==> src/rtl/fetch_stage.sv <==
// Instruction-fetch stage: PC register, 1-cycle synchronous imem interface, stall-safe response hold and IF/ID register.
// Define BRANCH_DELAY_SLOT_EN to let the instruction after a taken branch execute as a MIPS delay slot.
module fetch_stage #(
    parameter logic [31:0] RESET_PC = 32'h0000_0000,
    parameter logic [31:0] NOP_INST = 32'h0000_0000
) (
    input  logic        clk,
    input  logic        rst_n,
    input  logic        stall,
    input  logic        branch,
    input  logic [31:0] wb_pc,
    output logic        imem_en,
    output logic [31:0] imem_addr,
    input  logic [31:0] imem_rdata,
    output logic [31:0] if_id_pc,
    output logic [31:0] if_id_pc4,
    output logic [31:0] if_id_inst,
    output logic        if_id_valid
);

    logic [31:0] pc_q, pc_d;
    logic        f2Valid_q, f2Valid_d;
    logic [31:0] f2Pc_q, f2Pc_d;
    logic        holdValid_q, holdValid_d;
    logic [31:0] holdInst_q, holdInst_d;
    logic [31:0] ifIdPc_q, ifIdPc_d;
    logic [31:0] ifIdPc4_q, ifIdPc4_d;
    logic [31:0] ifIdInst_q, ifIdInst_d;
    logic        ifIdValid_q, ifIdValid_d;

    logic        redirect;
    logic        slotValid;
    logic [31:0] f2Inst;

    assign imem_en     = ~stall & rst_n;
    assign imem_addr   = pc_q;
    assign if_id_pc    = ifIdPc_q;
    assign if_id_pc4   = ifIdPc4_q;
    assign if_id_inst  = ifIdInst_q;
    assign if_id_valid = ifIdValid_q;

    // The memory output is only valid for one cycle, so a response that arrives
    // during a stall is parked in hold_* and replayed on the first free edge.
    always_comb begin
        pc_d        = pc_q;
        f2Valid_d   = f2Valid_q;
        f2Pc_d      = f2Pc_q;
        holdValid_d = holdValid_q;
        holdInst_d  = holdInst_q;
        ifIdPc_d    = ifIdPc_q;
        ifIdPc4_d   = ifIdPc4_q;
        ifIdInst_d  = ifIdInst_q;
        ifIdValid_d = ifIdValid_q;
        slotValid   = 1'b0;
        redirect    = branch & ifIdValid_q & ~stall;
        f2Inst      = holdValid_q ? holdInst_q : imem_rdata;

        if (stall) begin
            if (f2Valid_q && !holdValid_q) begin
                holdValid_d = 1'b1;
                holdInst_d  = imem_rdata;
            end
        end else begin
            holdValid_d = 1'b0;
            f2Pc_d      = pc_q;
            ifIdPc_d    = f2Pc_q;
            ifIdPc4_d   = f2Pc_q + 32'd4;
            if (redirect) begin
                pc_d      = wb_pc;
                f2Valid_d = 1'b0;
`ifdef BRANCH_DELAY_SLOT_EN
                slotValid = f2Valid_q;
`else
                slotValid = 1'b0;
`endif
            end else begin
                pc_d      = pc_q + 32'd4;
                f2Valid_d = 1'b1;
                slotValid = f2Valid_q;
            end
            ifIdValid_d = slotValid;
            ifIdInst_d  = slotValid ? f2Inst : NOP_INST;
        end
    end

    // State register; reset discards any in-flight or held response.
    always_ff @(posedge clk or negedge rst_n) begin
        if (!rst_n) begin
            pc_q        <= RESET_PC;
            f2Valid_q   <= 1'b0;
            f2Pc_q      <= RESET_PC;
            holdValid_q <= 1'b0;
            holdInst_q  <= 32'h0;
            ifIdPc_q    <= RESET_PC;
            ifIdPc4_q   <= RESET_PC + 32'd4;
            ifIdInst_q  <= NOP_INST;
            ifIdValid_q <= 1'b0;
        end else begin
            pc_q        <= pc_d;
            f2Valid_q   <= f2Valid_d;
            f2Pc_q      <= f2Pc_d;
            holdValid_q <= holdValid_d;
            holdInst_q  <= holdInst_d;
            ifIdPc_q    <= ifIdPc_d;
            ifIdPc4_q   <= ifIdPc4_d;
            ifIdInst_q  <= ifIdInst_d;
            ifIdValid_q <= ifIdValid_d;
        end
    end

endmodule

==> config.mk <==
export PLATFORM = sky130hd
export DESIGN_NAME = fetch_stage
export DESIGN_NICKNAME = d
export VERILOG_FILES = /design/src/rtl/fetch_stage.sv
export SDC_FILE = /design/constraint.sdc
export NUM_CORES = 1
export LEC_CHECK = 0
export CORE_MARGIN = 1.5
export CORE_UTILIZATION = 55
export DETAILED_ROUTE_END_ITERATION = 16
export HOLD_SLACK_MARGIN = 0.08
export PLACE_DENSITY = 0.86
export SKIP_CTS_REPAIR_TIMING = 1
export SYNTH_ARGS = -nofsm -noshare
export SYNTH_HDL_FRONTEND = slang
export SYNTH_SLANG_ARGS = --single-unit
==> constraint.sdc <==
create_clock -name clk -period 5 [get_ports clk]
set_input_delay 0.5 -clock clk [delete_from_list [all_inputs] [get_ports clk]]
set_output_delay 0.5 -clock clk [all_outputs]
set_load 0.03 [all_outputs]
==> impl_metrics.csv <==
group,metric,value,unit
run_status,status,"finished, final reports clean",
worst_setup_path,end_kind,"primary output",
worst_setup_path,cp_slowest_stage_delay,0.70,ns
detailed_routing,drt_wl_total,20830,µm
synth,synth_ff_type,"dfrtp_1",
synth,syn_area,8750,µm²
timing,fin_tns_setup,0,ns
floorplan,ios,198,
placement,place_congestion,0.8378,
clock_tree,cts-buffers-inserted,17,
power_and_ir_drop,p_leak,0.004607,µW
power_and_ir_drop,ir_drop,0.2700,mV
floorplan,fp.dieH,129.1,µm
synth,ys_seq_area_share,55.21,%
synth,synthTopCellsByCount,"dfrtp_1, mux2_2, nand2_1, o21ai_0, nor2_1",
clock_tree,clock_sinks,193,
synth,synth_top_area_share,54.91,%
clock_tree,cts_max_level,4,
floorplan,core_area,15370,µm²
global_route,track_usage,25.84,%
synth,syn_inst,766,
finish,diodes,0,
finish,fillers,1094,
timing,worstMarginPinSlew,0.9870,ns
global_route,grt_pass1_wl,33200,µm
synth,ys_async_sr_fraction,100.0,%
worst_setup_path,critical_path.slowest_cell,"clkbuf_8",
timing,hold_violations,0,
timing,drv_slew,0,
worst_setup_path,path_buf_inv,2,
floorplan,initial_core_util,56.92,%
worst_setup_path,cp_cell_sequence,"clkbuf_8 -> nor2b_1 -> clkdlybuf4s50_1",
global_route,antenna_found_initial,1,
synth,synth_most_common_cell,"dfrtp_1",
floorplan,fp-row-count,45,
global_route,grt_pass1_vias,6362,
floorplan,fp.dieArea,16670,µm²
finish,fin_area,11370,µm²
worst_setup_path,crit_family,"buffers and inverters",
worst_setup_path,arrival,2.19,ns
timing,slew_headroom,34.20,%
timing,timing.final.crit_share,53.75,%
clock_tree,cts_tree,"yes",
synth,syn-mean-instance-area,11.42,µm²
worst_setup_path,crit_path_start_kind,"primary input",
detailed_routing,ant_nets,0,
timing,final-setup-viol-count,0,
placement,port_buffers,197,
worst_setup_path,path_class,"in -> out",
synth,ys_warn_count,0,
timing,maxClockFrequency,0.3721,GHz
global_route,grt_max_degree,136,
placement,hpwl,14200,µm
detailed_routing,drtIter0Drc,419,
detailed_routing,avgRoutedWirePerCell,17.95,µm
finish,drive_gt1_share,15.49,%
detailed_routing,route.vias.total,6653,
worst_setup_path,cp_max_fo,121,
run,max_cap_violations,0,
placement,placed_area,10820,µm²
floorplan,dieWidth,129.1,µm
synth,synth_edf_count,0,
finish,area_delta_synth_final,29.99,%
global_route,grt_overflow,0,
synth,synth_top_cells_by_area,"dfrtp_1, mux2_2, mux2i_1",
detailed_routing,drt_pass1_iterations,6,
synth,ys_seq_elements,193,
clock_tree,clock_path_buffers,2,
clock_tree,clock_latency,0.43,ns
timing,clock_skew,0.007729,ns
synth,yosys.area.top_type,"dfrtp_1",
synth,synth_cell_types,54,
power_and_ir_drop,power_density,509.6,nW/µm²
synth,syn-num-nets,836,
detailed_routing,via_per_inst,5.735,
detailed_routing,drcViolationCount,0,
min_path,hp-class,"in -> async",
finish,nNetsFinal,1007,
clock_tree,cts_root_buf,"clkbuf_16",
timing,rsz0062_at_grt,"false",
worst_setup_path,required,4.50,ns
timing,period_minus_slack,2.688,ns
clock_tree,clk_pin_slew,0.07,ns
## path summary, 6_finish.rpt
kind,slack (ns),to,from,cells past startpoint
hold / removal,0.22,if_id_pc4[7]$_DFFE_PN0N_,rst_n,1
setup / recovery,2.31,imem_en,rst_n,3
hold reg to reg,0.49,if_id_pc4[14]$_DFFE_PN0N_,if_id_pc4[14]$_DFFE_PN0N_,2
max in group asynchronous,3.67,holdValid_q$_DFFE_PN0P_,rst_n,2
setup reg to reg,2.53,if_id_inst[19]$_DFFE_PN0N_,if_id_valid$_DFFE_PN0N_,4
min in group clk,0.49,if_id_pc4[14]$_DFFE_PN0N_,if_id_pc4[14]$_DFFE_PN0N_,2
## final cells by class
class	count	area (µm²)	area share, %
Timing Repair Buffer	202	2014	17.71
Clock inverter	9	82.58	0.7261
Tap cell	211	264.0	2.321
Sequential cell	193	4832	42.49
Inverter	4	15.01	0.1320
Multi-Input combinational cell	519	3691	32.45
Clock buffer	22	474.2	4.169
## layout by cell type, fill, tap and decap left out, types with 4 or more instances in the layout
| master | netlist | final |
|---|---|---|
| and4_1 | 7 | 7 |
| mux2_2 | 99 | 99 |
| o21ai_1 | 11 | 11 |
| and2_1 | 4 | 4 |
| nor2_1 | 36 | 36 |
| o21ai_0 | 63 | 63 |
| mux2i_1 | 33 | 33 |
| nand3_1 | 23 | 23 |
| o22ai_1 | 5 | 5 |
| a21oi_1 | 29 | 29 |
| nand2_1 | 82 | 82 |
| xnor2_1 | 10 | 10 |
| clkbuf_16 | 0 | 17 |
| clkbuf_8 | 0 | 4 |
| a211oi_1 | 5 | 5 |
| o22a_1 | 9 | 9 |
| nor3_1 | 8 | 8 |
| xor2_1 | 18 | 18 |
| nand4_1 | 19 | 19 |
| clkinv_2 | 0 | 4 |
| inv_1 | 4 | 4 |
| buf_4 | 2 | 5 |
| and3_1 | 8 | 8 |
| a2bb2oi_1 | 5 | 5 |
| clkdlybuf4s50_1 | 0 | 195 |
| dfrtp_1 | 192 | 191 |
| a41oi_1 | 5 | 5 |
## flip-flops by register name, summed over array words and instances, names as in the netlist
name         flops
f2Valid_q        1
holdInst_q      32
holdValid_q      1
imem_addr       32
if_id_inst      32
if_id_pc4       30
f2Pc_q          32
if_id_pc        32
if_id_valid      1
## per-stage QoR
step / total power, µW / hold slack (ns) / utilization (%) / std cells / setup WS (ns)
3_5_place_dp: 4527 / 0.4735 / 70.37 / 1129 / 1.918
5_1_grt: 6086 / 0.2997 / 73.99 / 1160 / 2.145
6_report: 5796 / 0.2184 / 73.99 / 1160 / 2.312
2_1_floorplan: 3616 / 0.2044 / - / 766 / 2.983
4_1_cts: 5832 / 0.2457 / 73.99 / 1160 / 2.280
3_3_place_gp: 4461 / 0.4665 / 70.37 / 1129 / 2.008
## worst reg2reg max path, cell delays in order, from the launching register on
cell and delay [ns]:
dfrtp_1 0.39, and2_1 0.71, nor2_1 0.20, nand2_1 0.76, o21ai_0 0.25
## layer usage
metal	wire, µm	part of all wire [%]	up-vias	GRT usage [%]
met5	14	0.067	-	0
met4	602	2.9	2	11.04
met3	1428	6.9	47	6.441
met2	9789	47	272	40.08
met1	8991	43	3237	34.89
li1	-	-	3095	-
## where the power goes
group / internal, µW / leakage [µW] / switching (µW)
clock: 722 / 0.000272 / 570
combinational: 946 / 0.00207 / 1100
sequential: 2000 / 0.00227 / 453
total: 3670 / 0.00461 / 2130
## cells by family (layout without fill, tap and decap cells)
group / after synthesis / count (layout) / share of synthesized area [%]
AO/OA/AOI/OAI: 146 / 146 / 9.939
XOR/XNOR: 28 / 28 / 2.803
adder cells (fa/ha/maj): 2 / 2 / 0.2860
buffers and inverters: 54 / 237 / 2.603
flip-flops: 193 / 193 / 55.21
multiplexers: 134 / 134 / 16.77
AND/OR/NAND/NOR: 209 / 209 / 12.38
Note: power is estimated with default switching activity, not from simulation.
